--- src/rtl/set_scan.sv ---
// Grid scanner: walks every (x,y) point, counts those matching a set expression.
// Define SCAN_PIPE_EN to register covered_i before accumulation (adds DRAIN).
module set_scan #(
   parameter int GRID_MAX = 8
) (
   input  logic        clk_i,
   input  logic        rst_i,
   input  logic        en_i,
   input  logic [23:0] central_i,
   input  logic [11:0] radius_i,
   input  logic [1:0]  mode_i,
   output logic [23:0] cent_buf_o,
   output logic [11:0] r_buf_o,
   output logic [7:0]  coord_o,
   input  logic [2:0]  covered_i,
   output logic        busy_o,
   output logic        valid_o,
   output logic [7:0]  candidate_o
);

   localparam logic [3:0] GMAX = 4'(GRID_MAX);

`ifdef SCAN_PIPE_EN
   typedef enum logic [1:0] {IDLE, SCAN, DRAIN, DONE} state_t;
`else
   typedef enum logic [1:0] {IDLE, SCAN, DONE} state_t;
`endif

   state_t      state_q;
   logic [23:0] cent_q;
   logic [11:0] rad_q;
   logic [1:0]  mode_q;
   logic [3:0]  x_q;
   logic [3:0]  y_q;
   logic [7:0]  cnt_q;
   logic        busy_q;
   logic        valid_q;

   logic [2:0]  acc_cov_d;
   logic        acc_en_d;
   logic        hit_d;
   logic        last_d;

`ifdef SCAN_PIPE_EN
   logic [2:0]  cov_q;
   logic        pv_q;

   assign acc_cov_d = cov_q;
   assign acc_en_d  = pv_q;
`else
   assign acc_cov_d = covered_i;
   assign acc_en_d  = (state_q == SCAN);
`endif

   // acc_cov_d bit order: [2]=A, [1]=B, [0]=C
   always_comb begin
      hit_d = 1'b0;
      unique case (mode_q)
         2'b00: hit_d = acc_cov_d[2];
         2'b01: hit_d = acc_cov_d[2] & acc_cov_d[1];
         2'b10: hit_d = acc_cov_d[2] ^ acc_cov_d[1];
         2'b11: hit_d = (acc_cov_d == 3'b110) ||
                        (acc_cov_d == 3'b101) ||
                        (acc_cov_d == 3'b011);
      endcase
   end

   assign last_d = (x_q == GMAX) && (y_q == GMAX);

   always_ff @(posedge clk_i or posedge rst_i) begin
      if (rst_i) begin
         state_q <= IDLE;
         cent_q  <= '0;
         rad_q   <= '0;
         mode_q  <= '0;
         x_q     <= '0;
         y_q     <= '0;
         cnt_q   <= '0;
         busy_q  <= 1'b0;
         valid_q <= 1'b0;
`ifdef SCAN_PIPE_EN
         cov_q   <= '0;
         pv_q    <= 1'b0;
`endif
      end else begin
         valid_q <= 1'b0;
         if (acc_en_d && hit_d)
            cnt_q <= cnt_q + 8'd1;
`ifdef SCAN_PIPE_EN
         cov_q <= covered_i;
         pv_q  <= (state_q == SCAN);
`endif
         unique case (state_q)
            IDLE: begin
               if (en_i) begin
                  cent_q  <= central_i;
                  rad_q   <= radius_i;
                  mode_q  <= mode_i;
                  cnt_q   <= '0;
                  x_q     <= 4'd1;
                  y_q     <= 4'd1;
                  busy_q  <= 1'b1;
                  state_q <= SCAN;
               end
            end
            SCAN: begin
               if (last_d) begin
`ifdef SCAN_PIPE_EN
                  state_q <= DRAIN;
`else
                  state_q <= DONE;
                  valid_q <= 1'b1;
`endif
               end else if (x_q == GMAX) begin
                  x_q <= 4'd1;
                  y_q <= y_q + 4'd1;
               end else begin
                  x_q <= x_q + 4'd1;
               end
            end
`ifdef SCAN_PIPE_EN
            DRAIN: begin
               state_q <= DONE;
               valid_q <= 1'b1;
            end
`endif
            DONE: begin
               state_q <= IDLE;
               busy_q  <= 1'b0;
            end
            default: state_q <= IDLE;
         endcase
      end
   end

   assign cent_buf_o  = cent_q;
   assign r_buf_o     = rad_q;
   assign coord_o     = {x_q, y_q};
   assign busy_o      = busy_q;
   assign valid_o     = valid_q;
   assign candidate_o = cnt_q;

endmodule

--- config.mk ---
export PLATFORM = sky130hd
export DESIGN_NAME = set_scan
export DESIGN_NICKNAME = d
export VERILOG_FILES = /design/src/rtl/set_scan.sv
export SDC_FILE = /design/constraint.sdc
export NUM_CORES = 1
export LEC_CHECK = 0
export ABC_AREA = 1
export BUFFER_PORTS_ARGS = -buffer_cell sky130_fd_sc_hd__buf_2
export CAP_MARGIN = 20
export CORE_UTILIZATION = 52
export DETAILED_ROUTE_END_ITERATION = 10
export PLACE_DENSITY_LB_ADDON = 0.1
export SLEW_MARGIN = 10
export SYNTH_ARGS = -nofsm -noshare
export SYNTH_HDL_FRONTEND = slang
export SYNTH_SLANG_ARGS = --single-unit
--- constraint.sdc ---
create_clock -name clk_i -period 3.8 [get_ports clk_i]
set_clock_uncertainty 0.2 [all_clocks]
set_input_delay 0.19 -clock clk_i [delete_from_list [all_inputs] [get_ports clk_i]]
set_output_delay 0.19 -clock clk_i [all_outputs]
set_load 0.02 [all_outputs]
* Word level (Yosys, flattened, before mapping)
Cells that the tools add are included.
Widths: inputs -> output; s select.
** Word-level totals
- Bits in registers :: 58
- Output and inout bits :: 54
- Input bits :: 44
** Cells by class
- Bitwise operators :: 2
- Equality and inequality tests :: 14
- Multiplexer cells :: 18
- Reductions and logical operators :: 13
- Add/subtract/negate cells :: 3
** Operators with widths (number)
- $mux 8 :: 3
- $mux 4 :: 5
- $pmux 4 s2 :: 2
- $add 4x1->4 const B :: 2
- $add 8x1->8 const B :: 1
- $eq 4x4->1 const B :: 2
- $eq 2x2->1 const B :: 3
- $eq 3x3->1 const B :: 2
- $reduce_and 2->1 :: 3
- $eq 2x1->1 const B :: 2
- $logic_not 2->1 :: 2
- $mux 2 :: 2
- $ne 2x1->1 const B :: 2
- $ne 2x2->1 const B :: 2
- $pmux 1 s4 :: 1
- $pmux 2 s2 :: 1
- $reduce_and 4->1 :: 1
- $reduce_bool 2->1 :: 2
- $eq 3x2->1 const B :: 1
- $mux 1 :: 3
- $reduce_and 3->1 :: 1
- $logic_and 1x1->1 :: 2
- $logic_or 1x1->1 :: 2
- $pmux 1 s2 :: 1
- other kinds (2) :: 2

* Depth between registers and ports, before layout
- Depth in word-level cells :: 8
- Gate-level depth with buffers :: 10
- Mapped depth without buffers :: 10

* Worst setup path before layout
No wires, ideal clock.
- Path type :: register -> register
- From :: register x_q[0]
- To :: register x_q[2]
- Arrival time :: 1.332 ns
- Stages on the path, launching flop included :: 10
- Slack :: 2.149 ns
- Data required time :: 3.480 ns
- Path through :: dfrtp_1 inv_1 ha_1 nand2_1 nor2_2 nand4_2 nand2_2 nand2_4 a21oi_1 nor2_1
** Between the ends
- Word-level cells in the longest chain between the ends :: 4
** Ends and longest elaborated chain
- start: declaration :: RTL line 33 : logic [3:0] x_q;
- start signal: assignment :: RTL line 118 : x_q <= x_q + 4'd1;
- $add 4x1->4 or $eq 4x4->1 (tied branches) :: RTL line 118, 68, 114
- $mux 4 or $logic_and 1x1->1 (tied branches) :: RTL line 114, 68
- $mux 4 or $ne 2x2->1 (tied branches)
- $pmux 4 s2 or $reduce_and 3->1 (tied branches)
Several ways; a longest one is shown, not always the timed one. The select of a mux whose other input is x is not followed.
A chain may end at the register's enable or synchronous reset.

* Worst setup path in the final report
Same ends and word-level chain as after synthesis.

==> metrics.yaml <==
status: "finished, final reports clean"
hpwl_um: 3770
p_int_mw: 1.09
ys_ff_latch: 58
fin_crit_sh: 0.457
coreArea_um2: 4750
leakagePower_nw: 2.23
dp.cells: 465
remaining_drc_errors: 0
reg2regPathDepth: 9
criticalPathCategory: "reg2reg"
vdd_drop_max_mv: 0.359
syn_nets: 358
routed_wl_um: 6580
pwr-share-seq: 0.454
worst_setup_path_end_kind: "register"
maxSlewHeadroom: 0.568
combPwrFrac: 0.185
drv_slew: 0
io_buffers: 97
cts_setup_buffers: 0
switchingPower_mw: 0.430
period_needed_ns: 1.74
max_clock_freq_ghz: 0.576
place_congestion: 0.825
io_pins: 98
syn_avg_cell_area_um2: 8.36
cts_sinks: 58
grt_overflow_total: 0
fp.dieW_um: 72.4
cts_made_buffers: 9
layout_common_cells: "141 x nand2_1, 97 x buf_2, 58 x dfrtp_1"
post-route-util: 0.778
grt_pass1_wl_um: 10500
first_pass_iters: 4
wl_per_cell_um: 12.7
antenna_found_initial: 0
worst_slew_pin_slew_ns: 0.647
synthCells: 308
die_height_um: 72.4
reg2reg_slack_ns: 2.06
grt_pass1_vias: 2356
grt_usage: 0.266
crit_arrival_ns: 1.76
viasPerCell: 4.78
dieArea_um2: 5240
num_antenna_cells: 0
yosys.cell_types.count: 23
reg2reg_from: "x_q[0]$_DFFE_PP0P_"
crit_path_start_kind: "register"
ant_nets: 0
timing.rr.end: "x_q[2]$_DFFE_PP0P_"
finalSetupViolCount: 0
clkTransAtPathRegs_ns: 0.07
synth_warnings: 0
grt_max_degree: 52
area_growth_pct: 43.6
rows: 25
hold_violations: 0
ys_top_cells_by_area: "dfrtp_1 56%, nand2_1 21%, nor2_1 3.8%"
hold_path.class: "in2async"
initial_utilization: 0.542
ys_seq_area_frac: 0.564
cap_violations: 0
final_common_cell: "nand2_1"
clock_latency_ns: 0.33
synth_top_cell_area_share: 0.564
cts_tree: "done"
timing.setup.tns_ns: 0
layout-drive-gt1-share: 0.276
swShare: 0.283
pwr-share-clk: 0.361
num-nets-final: 499
power_density_nw_per_um2: 410
path_max_fanout: 9
cts_resized: 0
htreeDepth: 3
fillers: 355
netlist_area_um2: 2570
vias: 2488
ctsHoldBuffers: 39
rsz0062_at_grt: "false"
required_ns: 3.82
cts-root-buf: "clkbuf_8"
fin_cells: 520
clk_path_buf_depth: 2
drt_first_iter_violations: 159
synth_top_area_cell: "dfrtp_1"
[final cells by class]
type | instances | area [µm²] | share of cell area
flip-flops and latches | 58 | 1450 | 0.393
multi-input cells | 218 | 980 | 0.265
repair buffers | 139 | 911 | 0.246
clock buffers | 12 | 145 | 0.0393
inverters | 23 | 86.3 | 0.0234
well taps | 67 | 83.8 | 0.0227
clock inverters | 3 | 40.0 | 0.0108
[routing by layer]
layer	routed length [µm]	part of all wire	GRT usage
met3	318	0.048	0.0583
met2	3460	0.53	0.445
met1	2670	0.41	0.331
met4	129	0.020	0.120
met5	0	0	0
[power by group through the flow]
stage	registers, mW	logic [mW]	clock network [mW]
finish	0.689	0.281	0.547
global route	0.693	0.313	0.587
floorplan	0.742	0.114	0
detailed placement	0.700	0.246	0
global placement	0.698	0.239	0
CTS	0.688	0.278	0.553
[state kept, by name (all words and copies together), names as in the netlist]
register / flops
busy_o: 1
candidate_o: 8
cent_buf_o: 24
mode_q: 2
r_buf_o: 12
state_q: 2
valid_o: 1
x_q: 4
y_q: 4
[cells by family (layout without fill, tap and decap cells)]
logic type               Yosys count  after routing  share of synthesized area
adder cells (fa/ha/maj)            6              6                     0.0292
flip-flops                        58             58                      0.564
XOR/XNOR                           2              2                    0.00680
buffers and inverters             32            177                     0.0559
AND/OR/NAND/NOR                  193            193                      0.307
AO/OA/AOI/OAI                     17             17                     0.0374
[worst max-delay path, cell delays in order (launching register included)]
cell and delay, ns:
dfrtp_1 0.41, inv_1 0.10, ha_1 0.16, nand2_1 0.07
nor2_2 0.11, nand4_2 0.12, nand2_2 0.11, nand2_4 0.09
a21oi_1 0.19, nor2_1 0.07
[synthesized netlist by cell type, drive strengths merged]
cell and count:
dfrtp 58, nand4 4, nor3 1, xor2 2, buf 9, nand2 147
a21oi 3, inv 23, nor2 27, or2 1, and3 1, nand3 11
o21ai 14, nor4 1, ha 6
[worst max path at each step]
stage / slack (ns) / start / end / depth (start not counted)
global placement: 2.19 / x_q[0]$_DFFE_PP0P_ / y_q[3]$_DFFE_PP0P_ / 9
floorplan: 1.98 / rst_i / busy_o$_DFFE_PP0P_ / 1
finish: 2.06 / x_q[0]$_DFFE_PP0P_ / x_q[2]$_DFFE_PP0P_ / 9
CTS: 2.05 / x_q[0]$_DFFE_PP0P_ / x_q[2]$_DFFE_PP0P_ / 9
detailed placement: 2.10 / x_q[0]$_DFFE_PP0P_ / x_q[2]$_DFFE_PP0P_ / 10
global route: 1.92 / x_q[0]$_DFFE_PP0P_ / y_q[2]$_DFFE_PP0P_ / 10
[per-stage QoR]
step / power (mW) / area [µm²] / worst slack [ns] / hold slack (ns)
after global routing: 1.59 / 3700 / 1.92 / 0.245
after detailed placement: 0.946 / 3100 / 2.10 / 0.188
after floorplan: 0.855 / 2570 / 1.98 / 0.0996
after CTS: 1.52 / 3680 / 2.05 / 0.250
after global placement: 0.937 / 3100 / 2.19 / 0.183
final: 1.52 / 3700 / 2.06 / 0.226
(Power assumes the default switching activity.)
